==> src/rtl/reindeer_mem_arbiter.sv <==
// reindeer_mem_arbiter: shares one memory port between the instruction-fetch
// and data load/store requesters, with at most one transaction outstanding.
// Each requester has a holding register and a pending flag. Ties go to the port
// not granted last. A wait counter abandons a transaction that never completes.
module reindeer_mem_arbiter #(
    parameter int ADDR_W         = 32,
    parameter int XLEN           = 32,
    parameter int TIMEOUT_CYCLES = 255
) (
    input  logic              clk,
    input  logic              reset_n,
    input  logic              fetch_req,
    input  logic [ADDR_W-1:0] fetch_addr,
    output logic              fetch_done,
    output logic [XLEN-1:0]   fetch_rdata,
    output logic              fetch_busy,
    input  logic              data_req,
    input  logic              data_we,
    input  logic [ADDR_W-1:0] data_addr,
    input  logic [XLEN-1:0]   data_wdata,
    input  logic [XLEN/8-1:0] data_be,
    output logic              data_done,
    output logic [XLEN-1:0]   data_rdata,
    output logic              data_busy,
    output logic              err,
    output logic              mem_enable,
    output logic              mem_we,
    output logic [ADDR_W-1:0] mem_addr,
    output logic [XLEN-1:0]   mem_wdata,
    output logic [XLEN/8-1:0] mem_be,
    input  logic              mem_done,
    input  logic [XLEN-1:0]   mem_rdata
);

    localparam int BE_W  = XLEN / 8;
    localparam int CNT_W = 8;

    typedef enum logic {
        S_IDLE = 1'b0,
        S_WAIT = 1'b1
    } state_t;

    state_t            r_state;
    logic              r_last_data;     // 1 = data port was granted last
    logic [CNT_W-1:0]  r_cnt;

    logic              r_fetch_pend;
    logic              r_data_pend;
    logic              r_fetch_flight;
    logic              r_data_flight;
    logic              r_fetch_busy;
    logic              r_data_busy;

    logic [ADDR_W-1:0] r_fetch_addr;
    logic [ADDR_W-1:0] r_data_addr;
    logic [XLEN-1:0]   r_data_wdata;
    logic [BE_W-1:0]   r_data_be;
    logic              r_data_we;

    logic              r_fetch_done;
    logic              r_data_done;
    logic              r_err;
    logic [XLEN-1:0]   r_fetch_rdata;
    logic [XLEN-1:0]   r_data_rdata;

    logic              r_mem_enable;
    logic              r_mem_we;
    logic [ADDR_W-1:0] r_mem_addr;
    logic [XLEN-1:0]   r_mem_wdata;
    logic [BE_W-1:0]   r_mem_be;

    logic              w_idle;
    logic              w_fetch_acc;
    logic              w_data_acc;
    logic              w_fetch_elig;
    logic              w_data_elig;
    logic              w_grant_data;
    logic              w_grant_fetch;
    logic [ADDR_W-1:0] w_fetch_addr_sel;
    logic [ADDR_W-1:0] w_data_addr_sel;
    logic [XLEN-1:0]   w_data_wdata_sel;
    logic [BE_W-1:0]   w_data_be_sel;
    logic              w_data_we_sel;
    logic              w_mem_done_ok;
    logic [CNT_W-1:0]  w_cnt_next;
    logic              w_timeout;
    logic              w_finish;

    assign w_idle = (r_state == S_IDLE);

    // A request is taken only while its port reads not-busy; otherwise it is dropped.
    assign w_fetch_acc  = fetch_req & ~r_fetch_busy;
    assign w_data_acc   = data_req  & ~r_data_busy;
    assign w_fetch_elig = r_fetch_pend | w_fetch_acc;
    assign w_data_elig  = r_data_pend  | w_data_acc;

    // Data wins when it is alone, or on a tie after a fetch grant.
    assign w_grant_data  = w_idle & w_data_elig & (~w_fetch_elig | ~r_last_data);
    assign w_grant_fetch = w_idle & w_fetch_elig & ~w_grant_data;

    // A request accepted this cycle is granted straight from the ports,
    // because its holding register only loads at the coming edge.
    assign w_fetch_addr_sel = r_fetch_pend ? r_fetch_addr : fetch_addr;
    assign w_data_addr_sel  = r_data_pend  ? r_data_addr  : data_addr;
    assign w_data_wdata_sel = r_data_pend  ? r_data_wdata : data_wdata;
    assign w_data_be_sel    = r_data_pend  ? r_data_be    : data_be;
    assign w_data_we_sel    = r_data_pend  ? r_data_we    : data_we;

    // mem_done coincident with the enable strobe, or outside S_WAIT, is ignored.
    assign w_mem_done_ok = ~w_idle & ~r_mem_enable & mem_done;
    assign w_cnt_next    = r_cnt + CNT_W'(1);
    assign w_timeout     = ~w_idle & ~w_mem_done_ok & (w_cnt_next == CNT_W'(TIMEOUT_CYCLES));
    assign w_finish      = w_mem_done_ok | w_timeout;

    // Pending flags and the registered busy indication for both ports.
    always_ff @(posedge clk) begin
        if (!reset_n) begin
            r_fetch_pend <= 1'b0;
            r_data_pend  <= 1'b0;
            r_fetch_busy <= 1'b0;
            r_data_busy  <= 1'b0;
        end else begin
            if (w_fetch_acc)   r_fetch_pend <= 1'b1;
            if (w_grant_fetch) r_fetch_pend <= 1'b0;
            if (w_data_acc)    r_data_pend  <= 1'b1;
            if (w_grant_data)  r_data_pend  <= 1'b0;
            // Busy stays high through the done cycle and drops one cycle later.
            r_fetch_busy <= w_fetch_acc | r_fetch_pend | r_fetch_flight;
            r_data_busy  <= w_data_acc  | r_data_pend  | r_data_flight;
        end
    end

    // Holding registers capture the request fields when a request is accepted.
    always_ff @(posedge clk) begin
        if (w_fetch_acc) begin
            r_fetch_addr <= fetch_addr;
        end
        if (w_data_acc) begin
            r_data_addr  <= data_addr;
            r_data_wdata <= data_wdata;
            r_data_be    <= data_be;
            r_data_we    <= data_we;
        end
    end

    // Arbitration FSM: issues one memory transaction and waits for completion or timeout.
    always_ff @(posedge clk) begin
        if (!reset_n) begin
            r_state        <= S_IDLE;
            r_last_data    <= 1'b0;
            r_cnt          <= '0;
            r_fetch_flight <= 1'b0;
            r_data_flight  <= 1'b0;
            r_mem_enable   <= 1'b0;
            r_mem_we       <= 1'b0;
            r_mem_addr     <= '0;
            r_mem_wdata    <= '0;
            r_mem_be       <= '0;
        end else begin
            r_mem_enable <= 1'b0;
            case (r_state)
                S_IDLE: begin
                    if (w_grant_data) begin
                        r_state       <= S_WAIT;
                        r_mem_enable  <= 1'b1;
                        r_mem_we      <= w_data_we_sel;
                        r_mem_addr    <= w_data_addr_sel;
                        r_mem_wdata   <= w_data_wdata_sel;
                        r_mem_be      <= w_data_be_sel;
                        r_data_flight <= 1'b1;
                        r_last_data   <= 1'b1;
                        r_cnt         <= '0;
                    end else if (w_grant_fetch) begin
                        r_state        <= S_WAIT;
                        r_mem_enable   <= 1'b1;
                        r_mem_we       <= 1'b0;
                        r_mem_addr     <= w_fetch_addr_sel;
                        r_mem_be       <= '1;
                        r_fetch_flight <= 1'b1;
                        r_last_data    <= 1'b0;
                        r_cnt          <= '0;
                    end
                end
                S_WAIT: begin
                    // The timeout fires at the end of the TIMEOUT_CYCLES-th waiting
                    // cycle and then finishes just like a mem_done in that cycle.
                    if (w_finish) begin
                        r_state        <= S_IDLE;
                        r_fetch_flight <= 1'b0;
                        r_data_flight  <= 1'b0;
                    end else begin
                        r_cnt <= w_cnt_next;
                    end
                end
                default: r_state <= S_IDLE;
            endcase
        end
    end

    // Completion pulses, timeout flag and per-port read data capture.
    always_ff @(posedge clk) begin
        if (!reset_n) begin
            r_fetch_done  <= 1'b0;
            r_data_done   <= 1'b0;
            r_err         <= 1'b0;
            r_fetch_rdata <= '0;
            r_data_rdata  <= '0;
        end else begin
            r_fetch_done <= w_finish & r_fetch_flight;
            r_data_done  <= w_finish & r_data_flight;
            r_err        <= w_timeout;
            if (w_mem_done_ok & r_fetch_flight) begin
                r_fetch_rdata <= mem_rdata;
            end
            // A store completion leaves the previous load data in place.
            if (w_mem_done_ok & r_data_flight & ~r_mem_we) begin
                r_data_rdata <= mem_rdata;
            end
        end
    end

    assign fetch_done  = r_fetch_done;
    assign fetch_rdata = r_fetch_rdata;
    assign fetch_busy  = r_fetch_busy;
    assign data_done   = r_data_done;
    assign data_rdata  = r_data_rdata;
    assign data_busy   = r_data_busy;
    assign err         = r_err;
    assign mem_enable  = r_mem_enable;
    assign mem_we      = r_mem_we;
    assign mem_addr    = r_mem_addr;
    assign mem_wdata   = r_mem_wdata;
    assign mem_be      = r_mem_be;

endmodule

==> config.mk <==
export PLATFORM = sky130hd
export DESIGN_NAME = reindeer_mem_arbiter
export DESIGN_NICKNAME = d
export VERILOG_FILES = /design/src/rtl/reindeer_mem_arbiter.sv
export SDC_FILE = /design/constraint.sdc
export NUM_CORES = 1
export LEC_CHECK = 0
export CELL_PAD_IN_SITES_DETAIL_PLACEMENT = 0
export CELL_PAD_IN_SITES_GLOBAL_PLACEMENT = 1
export CORE_MARGIN = 4
export CORE_UTILIZATION = 34
export DETAILED_ROUTE_END_ITERATION = 16
export HOLD_SLACK_MARGIN = 0.05
export PLACE_DENSITY_LB_ADDON = 0.05
export SLEW_MARGIN = 20
export SYNTH_ARGS = -nofsm -noshare
export SYNTH_HDL_FRONTEND = slang
export SYNTH_SLANG_ARGS = --single-unit
export TNS_END_PERCENT = 5
==> constraint.sdc <==
create_clock -name clk -period 3.5 [get_ports clk]
set_clock_uncertainty 0.05 [all_clocks]
set_input_delay 0.7 -clock clk [delete_from_list [all_inputs] [get_ports clk]]
set_output_delay 0.7 -clock clk [all_outputs]
set_load 0.005 [all_outputs]
==> out/metrics.yaml, run 1 <==
wl_um: 32300
max-vdd-ir-drop_uv: 398
crit_path_frequent_cell: "buf_4"
clk_latency_ns: 0.56
num_rows: 64
path_max_fanout: 32
fillerInstances: 2930
yosys_most_used_dff: "dfxtp_1"
hp-class: "reg -> reg"
die_h_um: 184
synth_mux_area_frac: 0.0409
slew_violations: 0
max_freq_mhz: 425
dp.cells: 1640
powerDensity_nw_per_um2: 542
numClockSinks: 254
cts_hold_buf: 0
ff2ff_setup_slack_ns: 1.15
critPathTopFamily: "buffers and inverters"
synth_top_family_by_area: "compound AO/OA/AOI/OAI gates"
cts_tree: "yes"
cp.arrival_ns: 2.74
io_buffers: 276
power.total_uw: 7900
grtUsageTotal: 0.183
synthCells: 1028
reg2reg_to: "mem_addr[22]"
final.min_clock_period_ns: 2.35
avgSynthCellArea_um2: 10.3
finalCritPeriodShare: 0.673
synth_area_um2: 10600
area_growth_pct: 38.2
cp_slowest_cell: "dfxtp_1"
synth-simple-area-share: 0.157
cts_root_buf: "clkbuf_16"
final-seq-area_um2: 6100
hold_start: "data_rdata[14]"
relSlewSlack: 0.495
whs_path_depth: 2
hpwl_um: 20700
status: "complete, no violations"
final.setup.tns_ns: 0
pre_cts_slack_ns: 0.616
rsz0062_at_grt: "false"
avgRoutedWirePerCell_um: 19.1
finalHoldViolCount: 0
max_cap_viol_count: 0
drc_errors: 0
vias: 8526
io_pins: 277
core_area_um2: 30600
cts.clk_slew.worst_paths_ns: 0.06
end_kind: "flip-flop"
antenna_found_initial: 4
critPathLaunch: "r_state"
htree_levels: 1
grt_pass1_vias: 8624
reg2reg_depth: 6
synth-compound-area-share: 0.177
setup_ws_ns: 1.15
r2r-start: "r_state"
p_leak_uw: 0.00494
grt_pass1_wl_um: 49600
synthDistinctLibCells: 49
synthXorXnorAreaFrac: 0.00498
yosysWarnings: 0
multi_input_area_um2: 4050
cts_buffers: 30
setup_viol: 0
fin_nets: 1416
fin_cells: 1694
ys_ff_latch: 254
whs_endpoint: "data_rdata[14]"
die_w_um: 184
crit_buf_inv: 3
synth_edf_count: 101
synthArstFlopShare: 0
postRouteAntennaNets: 0
cp-start-kind: "flip-flop"
fin_util: 0.477
post_cts_resized: 0
die_area_um2: 33900
dr.pass1.iters: 5
cts_setup_buffers: 0
syn_nets: 1168
first_iter_violations: 397
synthAdderAreaFrac: 0.00237
initial_core_util: 0.345
worstPathRequired_ns: 3.88
cpPeakStageDelay_ns: 0.67
n_antenna_cell: 0
grt_max_degree: 72
drive_above_1_share: 0.0840
crit_chain: "inv_2 -> buf_4 -> nand2_1 -> buf_4 -> nor3_1 -> o41ai_1"
gp_congestion: 0.749
worst_pin_slew_ns: 0.757
overflow: 0
synth_seq_area_share: 0.578
detail_route.vias_per_cell: 5.03
crit_type: "reg -> reg"
clockBufferDepth: 3
## worst max path at each step
| stage | end | slack (ns) | cells past startpoint |
|---|---|---|---|
| finish | mem_addr[22] | 1.15 | 6 |
| global route | mem_addr[18] | 0.94 | 6 |
| floorplan | mem_addr[10] | 0.62 | 6 |
| CTS | mem_addr[16] | 1.08 | 6 |
| global placement | mem_addr[24] | 0.66 | 8 |
| detailed placement | mem_addr[22] | 0.62 | 8 |
## worst register-to-register path, stage by stage, from the launching register on
cell and delay (ns):
dfxtp_1 0.67, inv_2 0.29, buf_4 0.32, nand2_1 0.09
buf_4 0.39, nor3_1 0.10, o41ai_1 0.34
## power by group
| part | internal, uW | total [uW] | switching, uW |
|---|---|---|---|
| Sequential | 3370 | 3530 | 163 |
| Clock | 1690 | 2890 | 1210 |
| Combinational | 723 | 1480 | 754 |
| Total | 5770 | 7900 | 2130 |
## layer usage
metal | wire length, um | track usage | up-vias
met5 | 47 | 0 | -
met4 | 767 | 0.0450 | 8
met3 | 2690 | 0.0630 | 54
met2 | 14700 | 0.293 | 228
met1 | 14100 | 0.239 | 4039
li1 | - | - | 4197
## cell usage in the layout (no fill, tap or decap), drive strengths merged, types with 37 or more instances in the layout
| cell type | n |
|---|---|
| clkdlybuf4s50 | 276 |
| a211oi | 65 |
| mux2i | 42 |
| edfxtp | 101 |
| nor3 | 37 |
| clkbuf | 49 |
| nand2 | 176 |
| dfxtp | 153 |
| nand3 | 41 |
| a21oi | 105 |
| nor2 | 78 |
## synthesized netlist by cell type, types with 2 or more instances
cell | number | area [um^2]
buf_2 | 9 | 45.0
a211o_1 | 32 | 280
inv_1 | 6 | 22.5
buf_4 | 10 | 75.1
buf_6 | 3 | 33.8
buf_1 | 5 | 18.8
xnor2_1 | 3 | 26.3
nand3_1 | 41 | 205
nor2b_1 | 36 | 225
clkbuf_1 | 57 | 214
xor2_1 | 3 | 26.3
nand2_1 | 176 | 661
edfxtp_1 | 101 | 3030
mux2i_1 | 42 | 420
dfxtp_1 | 153 | 3060
a211oi_1 | 34 | 255
nor3_1 | 37 | 185
a211oi_2 | 30 | 375
ha_1 | 2 | 25.0
and2_1 | 2 | 12.5
o21ai_0 | 5 | 25.0
a21oi_1 | 103 | 515
a31o_2 | 2 | 17.5
nor2_1 | 77 | 289
inv_2 | 2 | 7.51
nand2b_1 | 2 | 12.5
o41ai_1 | 32 | 280
nand4_1 | 2 | 12.5
## flip-flops by register name, indices dropped and copies added, names as in the netlist, 4 cells and up
register      count
mem_wdata        32
r_cnt             8
mem_addr         32
mem_be            4
r_data_be         4
r_data_wdata     32
data_rdata       32
fetch_rdata      32
r_fetch_addr     32
r_data_addr      32
## cell families (layout without fill, tap and decap cells)
| family | Yosys count | after routing |
|---|---|---|
| simple gates | 381 | 381 |
| flops | 254 | 254 |
| compound gates | 249 | 249 |
| buf+inv | 93 | 363 |
| mux | 43 | 43 |
| xor+xnor | 6 | 6 |
| fa+ha+maj | 2 | 2 |
## area by class of cell
| cell class | instances | area share |
|---|---|---|
| Sequential cell | 254 | 0.419 |
| Clock buffer | 49 | 0.0598 |
| Multi-Input combinational cell | 681 | 0.278 |
| Timing Repair Buffer | 300 | 0.204 |
| Inverter | 9 | 0.00266 |
| Tap cell | 396 | 0.0340 |
| Clock inverter | 5 | 0.00249 |
## stage by stage
step           hold slack (ns)  cell area (um^2)
2_1_floorplan            0.392             10600
3_3_place_gp             0.386             13700
3_5_place_dp             0.391             13700
4_1_cts                  0.404             14600
5_1_grt                  0.420             14600
6_report                 0.401             14600
Power figures use the tool's default switching activity.
==> run 2, diff against run 1 <==
--- a/config.mk
+++ b/config.mk
@@ -8,7 +8,7 @@
 export CELL_PAD_IN_SITES_DETAIL_PLACEMENT = 0
 export CELL_PAD_IN_SITES_GLOBAL_PLACEMENT = 1
 export CORE_MARGIN = 4
-export CORE_UTILIZATION = 34
+export CORE_UTILIZATION = 37
 export DETAILED_ROUTE_END_ITERATION = 16
 export HOLD_SLACK_MARGIN = 0.05
 export PLACE_DENSITY_LB_ADDON = 0.05
==> constraint.sdc (replaced) <==
create_clock -name clk -period 2.4 [get_ports clk]
set_clock_uncertainty 0.05 [all_clocks]
set_input_delay 0.48 -clock clk [delete_from_list [all_inputs] [get_ports clk]]
set_output_delay 0.48 -clock clk [all_outputs]
set_load 0.005 [all_outputs]
==> out/metrics.yaml, run 2 (synthesis results as in run 1) <==
wl_met1_um: 13900  # -1.8%
grt_max_degree: 72  # unchanged
wl_met3_um: 2880  # +6.8%
p_leak_uw: 0.00516  # +4.3%
power_switching_uw: 3150  # +48%
area_growth_pct: 41.8
postRouteAntennaNets: 0  # unchanged
powerDensity_nw_per_um2: 798  # +47%
grtUsageTotal: 0.194  # +0.0111
p_sw_frac: 0.264  # -0.00538
slew_violations: 0  # unchanged
crit_chain: "ha_1 -> and4_1 -> nand4_1 -> o211ai_1 -> a21oi_2 -> mux2i_1"
reg2reg_depth: 6  # unchanged
crit_buf_inv: 0  # -3
fin_cells: 1699  # +0.30%
multi_input_area_um2: 4050  # unchanged
power_frac_comb: 0.196  # +0.009
p_clk_frac: 0.376  # +0.010
hp-class: "reg -> reg"
grt_pass1_wl_um: 48600  # -2.0%
dp.cells: 1644  # +0.24%
drive_above_1_share: 0.107  # +0.0228
dr.max_layer_used: "met5"
cts_root_buf: "clkbuf_16"
io_pins: 277  # unchanged
internal_power_uw: 8790  # +52%
worstPathRequired_ns: 2.83  # -1.05 ns
cts.clk_slew.worst_paths_ns: 0.06  # about the same
initial_core_util: 0.378  # +0.0328
antenna_found_initial: 3  # -1
dr.pass1.iters: 4  # -1
final_cell_mix: "clkdlybuf4s50_1, nand2_1, dfxtp_1"
first_iter_violations: 343  # -14%
r2r-start: "r_cnt[0]"
overflow: 0  # unchanged
max_cap_viol_count: 0  # unchanged
status: "complete, no violations"
die_area_um2: 31300  # -7.8%
detail_route.vias_per_cell: 5.11  # +1.5%
crit_type: "reg -> reg"
path_max_fanout: 8  # -75%
fin_util: 0.536  # +0.0592
setup_viol: 0  # unchanged
cts_hold_buf: 0  # unchanged
end_kind: "flip-flop"
cts_buffers: 29  # -3.3%
fillerInstances: 2533  # -14%
wl_met2_um: 14300  # -2.2%
finalHoldViolCount: 0  # unchanged
final.setup.tns_ns: 0  # unchanged
finalCritPeriodShare: 0.845  # +0.172
p_seq_frac: 0.428  # -0.019
vias: 8680  # +1.8%
final-seq-area_um2: 6100  # unchanged
clk_latency_ns: 0.55  # about the same
max_freq_mhz: 493  # +16%
hold_start: "data_rdata[2]"
io_buffers: 276  # unchanged
final.min_clock_period_ns: 2.03  # -0.327 ns
mostFrequentLayoutCell: "clkdlybuf4s50_1"
drc_errors: 0  # unchanged
grt_pass1_vias: 8589  # -0.41%
fin_nets: 1437  # +1.5%
rsz0062_at_grt: "false"
core_area_um2: 27900  # -8.7%
cts_setup_buffers: 0  # unchanged
post_cts_resized: 0  # unchanged
holdWs_ns: 0.402  # +0.00103 ns
ff2ff_setup_slack_ns: 0.37  # -0.77 ns
avgRoutedWirePerCell_um: 18.7  # -2.1%
numClockSinks: 254  # unchanged
reg2reg_to: "r_cnt[6]"
cts_tree: "yes"
cp.arrival_ns: 2.46  # -0.28 ns
num_rows: 61  # -4.7%
cpPeakStageDelay_ns: 0.52  # -0.15 ns
die_h_um: 177  # -4.0%
cp_slowest_cell: "a21oi_2"
whs_endpoint: "data_rdata[2]"
relSlewSlack: 0.611  # +0.116
worst_pin_slew_ns: 0.583  # -0.174 ns
cp-start-kind: "flip-flop"
die_w_um: 177  # -4.0%
critPathTopFamily: "compound AO/OA/AOI/OAI gates"
wl_um: 31700  # -1.9%
whs_path_depth: 2  # unchanged
htree_levels: 1  # unchanged
gp_congestion: 0.757  # +1.1%
clockBufferDepth: 3  # unchanged
max-vdd-ir-drop_uv: 553  # +39%
hpwl_um: 20900  # +1.1%
[run 2: metrics by stage]
| stage | setup WS [ns] | total power [uW] | cell area [um^2] |
|---|---|---|---|
| 2_1_floorplan | 0.163 | 6300 | 10600 |
| 3_3_place_gp | 0.0543 | 7560 | 14000 |
| 3_5_place_dp | 0.0162 | 7570 | 14000 |
| 4_1_cts | 0.338 | 12100 | 15000 |
| 5_1_grt | 0.154 | 12500 | 15000 |
| 6_report | 0.372 | 11900 | 15000 |
[run 2: worst max-delay path by stage]
stage,endpoint,cells past startpoint,slack [ns],from
after floorplan,mem_addr[10],6,0.16,fetch_req
after global placement,mem_wdata[12],8,0.05,fetch_req
after detailed placement,mem_addr[22],7,0.02,fetch_req
after CTS,r_cnt[6],6,0.34,r_cnt[0]
after global routing,r_cnt[3],6,0.15,r_cnt[1]
final,r_cnt[6],6,0.37,r_cnt[0]
[run 2: final cells by class]
class,instances,area share
clock buffers,46,0.0629
multi-input cells,681,0.271
flip-flops and latches,254,0.408
repair buffers,322,0.220
well taps,378,0.0316
inverters,9,0.00259
clock inverters,8,0.00393
diodes,1,0.000167
[run 2: worst register-to-register path, cell delays in order, from the launching register on]
cell and delay, ns:
dfxtp_1 0.36, ha_1 0.29, and4_1 0.24, nand4_1 0.09
o211ai_1 0.17, a21oi_2 0.52, mux2i_1 0.25
[run 2: power groups by stage]
| stage | combinational, uW | sequential [uW] | clock [uW] |
|---|---|---|---|
| 3_3_place_gp | 2360 | 5200 | 0 |
| 4_1_cts | 2380 | 5110 | 4620 |
| 5_1_grt | 2550 | 5160 | 4820 |
| 6_report | 2340 | 5110 | 4490 |
| 3_5_place_dp | 2370 | 5200 | 0 |
| 2_1_floorplan | 1120 | 5170 | 0 |
[run 2: per-layer routing]
| layer | track usage | vias up |
|---|---|---|
| li1 | - | 4244 |
| met1 | 0.255 | 4145 |
| met2 | 0.307 | 248 |
| met3 | 0.0737 | 37 |
| met4 | 0.0403 | 6 |
| met5 | 0 | - |
